[config.mk]
export PLATFORM = sky130hd
export DESIGN_NAME = uart2_rx
export DESIGN_NICKNAME = d
export VERILOG_FILES = /design/src/rtl/uart2_rx.sv
export SDC_FILE = /design/constraint.sdc
export NUM_CORES = 1
export LEC_CHECK = 0
export CORE_MARGIN = 1.5
export CORE_UTILIZATION = 59
export CTS_CLUSTER_SIZE = 12
export DETAILED_ROUTE_END_ITERATION = 7
export GPL_TIMING_DRIVEN = 0
export PLACE_DENSITY = 0.82
export SYNTH_ARGS = -nofsm -noshare
export SYNTH_HDL_FRONTEND = slang
export SYNTH_SLANG_ARGS = --single-unit
[constraint.sdc]
create_clock -name clk_sis -period 2.85 [get_ports clk_sis]
set_input_delay 0.4275 -clock clk_sis [delete_from_list [all_inputs] [get_ports clk_sis]]
set_output_delay 0.4275 -clock clk_sis [all_outputs]
set_load 0.1 [all_outputs]
[src/rtl/uart2_rx.sv]
`default_nettype none
// ============================================================================
// uart2_rx : 16x-oversampled UART receiver (8N1) with one-cycle valid and
//            framing-error strobes. Define UART2_RX_PARITY_EN for even parity.
// Revision : 1.0
// ============================================================================
module uart2_rx #(
  parameter int BAUD_DIV  = 8,
  parameter int DATA_BITS = 8
) (
  input  logic                 clk_sis,
  input  logic                 rst,
  input  logic                 rx,
  output logic [DATA_BITS-1:0] data_out,
  output logic                 data_valid,
  output logic                 frame_err,
`ifdef UART2_RX_PARITY_EN
  output logic                 parity_err,
`endif
  output logic                 busy
);

  localparam int TW = (BAUD_DIV > 1) ? $clog2(BAUD_DIV) : 1;
  localparam int BW = (DATA_BITS > 1) ? $clog2(DATA_BITS) : 1;
  localparam logic [TW-1:0] TICK_LAST = TW'(BAUD_DIV - 1);
  localparam logic [BW-1:0] BIT_LAST  = BW'(DATA_BITS - 1);

  typedef enum logic [2:0] {
    S_IDLE      = 3'd0,
    S_START     = 3'd1,
    S_DATA      = 3'd2,
    S_STOP      = 3'd3,
    S_WAIT_IDLE = 3'd4
`ifdef UART2_RX_PARITY_EN
    , S_PARITY  = 3'd5
`endif
  } state_t;

  state_t               state, state_n;
  logic                 rx_meta, rx_s, rx_prev;
  logic [TW-1:0]        tick_cnt;
  logic                 tick;
  logic [3:0]           samp_cnt;
  logic [BW-1:0]        bit_cnt;
  logic [DATA_BITS-1:0] shreg;
  logic                 start_det, start_ok, shift_en, accept, reject;
`ifdef UART2_RX_PARITY_EN
  logic                 par_en, par_bit;
`endif

  assign tick = (state != S_IDLE) && (state != S_WAIT_IDLE) && (tick_cnt == TICK_LAST);
  assign busy = (state != S_IDLE);

  always_ff @(posedge clk_sis or negedge rst) begin
    if (!rst) begin
      state <= S_IDLE;
    end else begin
      state <= state_n;
    end
  end

  always_comb begin
    state_n   = state;
    start_det = 1'b0;
    start_ok  = 1'b0;
    shift_en  = 1'b0;
    accept    = 1'b0;
    reject    = 1'b0;
`ifdef UART2_RX_PARITY_EN
    par_en    = 1'b0;
`endif
    case (state)
      S_IDLE: begin
        if (rx_prev && !rx_s) begin
          state_n   = S_START;
          start_det = 1'b1;
        end
      end
      S_START: begin
        // Half a bit into the start bit: a high line here was only a glitch.
        if (tick && samp_cnt == 4'd7) begin
          if (!rx_s) begin
            state_n  = S_DATA;
            start_ok = 1'b1;
          end else begin
            state_n  = S_IDLE;
          end
        end
      end
      S_DATA: begin
        if (tick && samp_cnt == 4'd15) begin
          shift_en = 1'b1;
          if (bit_cnt == BIT_LAST) begin
`ifdef UART2_RX_PARITY_EN
            state_n = S_PARITY;
`else
            state_n = S_STOP;
`endif
          end
        end
      end
`ifdef UART2_RX_PARITY_EN
      S_PARITY: begin
        if (tick && samp_cnt == 4'd15) begin
          par_en  = 1'b1;
          state_n = S_STOP;
        end
      end
`endif
      S_STOP: begin
        // Deciding mid stop bit lets a zero-gap start edge be caught in IDLE.
        if (tick && samp_cnt == 4'd15) begin
          if (rx_s) begin
            accept  = 1'b1;
            state_n = S_IDLE;
          end else begin
            reject  = 1'b1;
            state_n = S_WAIT_IDLE;
          end
        end
      end
      S_WAIT_IDLE: begin
        if (rx_s) begin
          state_n = S_IDLE;
        end
      end
      default: state_n = S_IDLE;
    endcase
  end

  always_ff @(posedge clk_sis or negedge rst) begin
    if (!rst) begin
      rx_meta    <= 1'b1;
      rx_s       <= 1'b1;
      rx_prev    <= 1'b1;
      tick_cnt   <= '0;
      samp_cnt   <= '0;
      bit_cnt    <= '0;
      shreg      <= '0;
      data_out   <= '0;
      data_valid <= 1'b0;
      frame_err  <= 1'b0;
    end else begin
      rx_meta    <= rx;
      rx_s       <= rx_meta;
      rx_prev    <= rx_s;
      data_valid <= accept;
      frame_err  <= reject;

      if (state == S_IDLE || state == S_WAIT_IDLE || start_det || tick) begin
        tick_cnt <= '0;
      end else begin
        tick_cnt <= tick_cnt + TW'(1);
      end

      if (start_det || start_ok) begin
        samp_cnt <= '0;
      end else if (tick) begin
        samp_cnt <= samp_cnt + 4'd1;
      end

      if (start_det) begin
        bit_cnt <= '0;
      end else if (shift_en) begin
        bit_cnt <= (bit_cnt == BIT_LAST) ? '0 : bit_cnt + BW'(1);
      end

      // LSB arrives first, so shifting in at the MSB leaves it at bit 0.
      if (shift_en) begin
        shreg <= {rx_s, shreg[DATA_BITS-1:1]};
      end

      if (accept) begin
        data_out <= shreg;
      end
    end
  end

`ifdef UART2_RX_PARITY_EN
  always_ff @(posedge clk_sis or negedge rst) begin
    if (!rst) begin
      par_bit    <= 1'b0;
      parity_err <= 1'b0;
    end else begin
      if (par_en) begin
        par_bit <= rx_s;
      end
      parity_err <= accept & ((^shreg) ^ par_bit);
    end
  end
`endif

endmodule
`default_nettype wire

==> flow_metrics.tcl <==
set metrics [dict create \
    status "completed" \
    ys_types 32 \
    coreArea_um2 2280 \
    htreeDepth 2 \
    synth_enable_flop_cells 0 \
    yosysMostFrequentCell "dfrtp_1" \
    ys_dominant_reg_cell "dfrtp_1" \
    synth_area_leaders "dfrtp_1 53%, mux2_2 9.3%, dfstp_2 5.4%, ha_1 4.3%, mux2_4 3.1%" \
    finalHoldViolCount 0 \
    leakagePower_nw 0.818 \
    die_width_um 52.7 \
    grt_first_pass_wirelength_um 4240 \
    setup.worst_path.start_class "flop" \
    path_max_fanout 10 \
    ir_worst_vdd_mv 0.472 \
    start_util_pct 64.2 \
    fin_crit_sh_pct 96.2 \
    wirelength_um 2440 \
    path_clk_slew_ps 100 \
    slew_headroom_pct 34.5 \
    drt-initial-drc-count 9 \
    setup_slack_ps 108 \
    synthCells 114 \
    final_nets 142 \
    wire_per_inst_um 15.0 \
    cts_root_buffer "clkbuf_4" \
    syn-num-nets 122 \
    rows 17 \
    yosysTopAreaCell "dfrtp_1" \
    cts_buffers 5 \
    slew_viol_final 0 \
    clock_latency_ps 330 \
    timing.fmax_mhz 365 \
    reg2reg_depth 7 \
    arrival_ps 2310 \
    rsz0062_at_grt "false" \
    nFillCells 150 \
    via_count 938 \
    power.density_nw_per_um2 625 \
    setup_viol 0 \
    grt.overflow.total 0 \
    worstMarginPinSlew_ps 980 \
    maxCapViolations 0 \
    diodes 0 \
    async_flop_share_pct 100 \
    netlist_area_um2 1460 \
    hold_slack_ps 137 \
    ios 14 \
    area_growth_pct 15.1 \
    viasPerCell 5.75 \
    drive_above_1_share_pct 22.2 \
    cts_hold_buf 0 \
    place_area_um2 1630 \
    setup_tns_ps 0 \
    crit_path_end_kind "output port" \
    portBuffers 13 \
    syn_area_per_cell_um2 12.8 \
    synth-seq-area-share_pct 58.5 \
    ant_nets 0 \
    ys_seq_elements 34 \
    gp_congestion 0.942 \
    grt_max_degree 35 \
    r2r-start "tick_cnt[0]" \
    fin_area_um2 1680 \
    yosys_warnings 0 \
    postCtsResizedCells 0 \
    worstPathRequired_ps 2420 \
    netlist_top_cells_count "31 x dfrtp_1, 12 x mux2_2, 10 x nor2_1" \
    grt_util_all_layers_pct 22.4 \
    dpl.hpwl_um 1720 \
    finClkSkew_ps 2.17 \
    antenna_found_initial 0 \
    grt_pass1_vias 957 \
    post-place-ws_ps 494 \
    die_height_um 52.7 \
    drc 0 \
    post-route-min-period_ps 2740 \
    cts_tree "yes" \
    hold_path_class "in2async" \
    clockBufferDepth 2 \
    crit_start "state[0]" \
    dr.pass1.iters 4 \
    cts_setup_buffers 0 \
    die-area_um2 2780 \
    crit_type "reg2out" \
    synth_top_area_share_pct 53.1 \
    clock_sinks 34 \
]
## cells in the final DEF, fill, tap and decap left out, types with 2 or more instances in the layout
cell | netlist | final
dfstp_2 | 3 | 3
o31ai_1 | 2 | 2
nand2b_1 | 2 | 2
clkbuf_1 | 1 | 2
nor3b_1 | 2 | 2
mux2_4 | 3 | 3
nand2_1 | 2 | 2
buf_2 | 1 | 2
mux2_2 | 12 | 12
mux2i_1 | 2 | 2
o21ai_0 | 4 | 4
ha_1 | 5 | 5
or3_1 | 2 | 2
inv_1 | 3 | 3
clkdlybuf4s50_1 | 0 | 12
nand4b_1 | 2 | 2
dfrtp_1 | 31 | 31
and3_1 | 4 | 4
nor2_1 | 10 | 10
clkbuf_4 | 0 | 5
xor2_1 | 2 | 2
a21oi_1 | 4 | 4
nand3_1 | 6 | 6
## worst max-delay path: stages, from the launching register on
cell	delay [ps]
dfrtp_1	400
clkbuf_1	200
or3_1	410
clkdlybuf4s50_1	980
## state kept, by name, indices dropped and copies added, names as in the netlist
| register | count |
|---|---|
| data_out | 8 |
| rx_s | 1 |
| rx_meta | 1 |
| state | 3 |
| rx_prev | 1 |
| data_valid | 1 |
| shreg | 8 |
| frame_err | 1 |
| tick_cnt | 3 |
| bit_cnt | 3 |
| samp_cnt | 4 |
## cell type report
| type | count | area, um2 | area share, % |
|---|---|---|---|
| Sequential cell | 34 | 855 | 50.9 |
| Multi-Input combinational cell | 73 | 559 | 33.3 |
| Timing Repair Buffer | 13 | 125 | 7.45 |
| Clock buffer | 7 | 55.1 | 3.28 |
| Buffer | 4 | 35.0 | 2.08 |
| Tap cell | 28 | 35.0 | 2.08 |
| Inverter | 3 | 11.3 | 0.670 |
| Clock inverter | 1 | 5.00 | 0.298 |
## layer usage
metal / vias up / global-route usage [%] / part of all wire, %
li1: 444 / - / -
met2: 24 / 36.7 / 47
met3: 10 / 6.00 / 4.1
met4: 0 / 12.0 / 2.3
met1: 460 / 26.9 / 47
met5: - / 0 / 0
## power by group
group	switching (mW)	internal, mW	total (mW)
Clock	0.151	0.119	0.270
Combinational	0.103	0.0841	0.187
Sequential	0.0514	0.542	0.593
## worst paths after layout
| path | endpoint | slack, ps |
|---|---|---|
| worst max-delay path | busy | 110 |
| worst min-delay path | data_out[4] | 140 |
| worst max register to register | shreg[6] | 830 |
| worst min register to register | rx_s | 360 |
| max in group asynchronous | tick_cnt[0] | 2260 |
| min in group clk_sis | rx_s | 360 |
## cell families after synthesis
group	Yosys count	share of synthesized area [%]
and+or+nand+nor	34	12.4
DFF	34	58.5
muxes	17	13.7
AOI/OAI and AO/OA	14	6.08
buffers and inverters	7	3.17
adders and majority gates	5	4.28
xor gates and xnor gates	3	1.80
## through the flow
step / utilization (%) / total power [mW] / cells
CTS: 74.1 / 1.06 / 163
floorplan: - / 0.732 / 114
global route: 73.8 / 1.12 / 163
global placement: 71.4 / 0.772 / 155
finish: 73.8 / 1.05 / 163
detailed placement: 71.4 / 0.791 / 155
No activity file was read; power rests on OpenSTA's default activity.
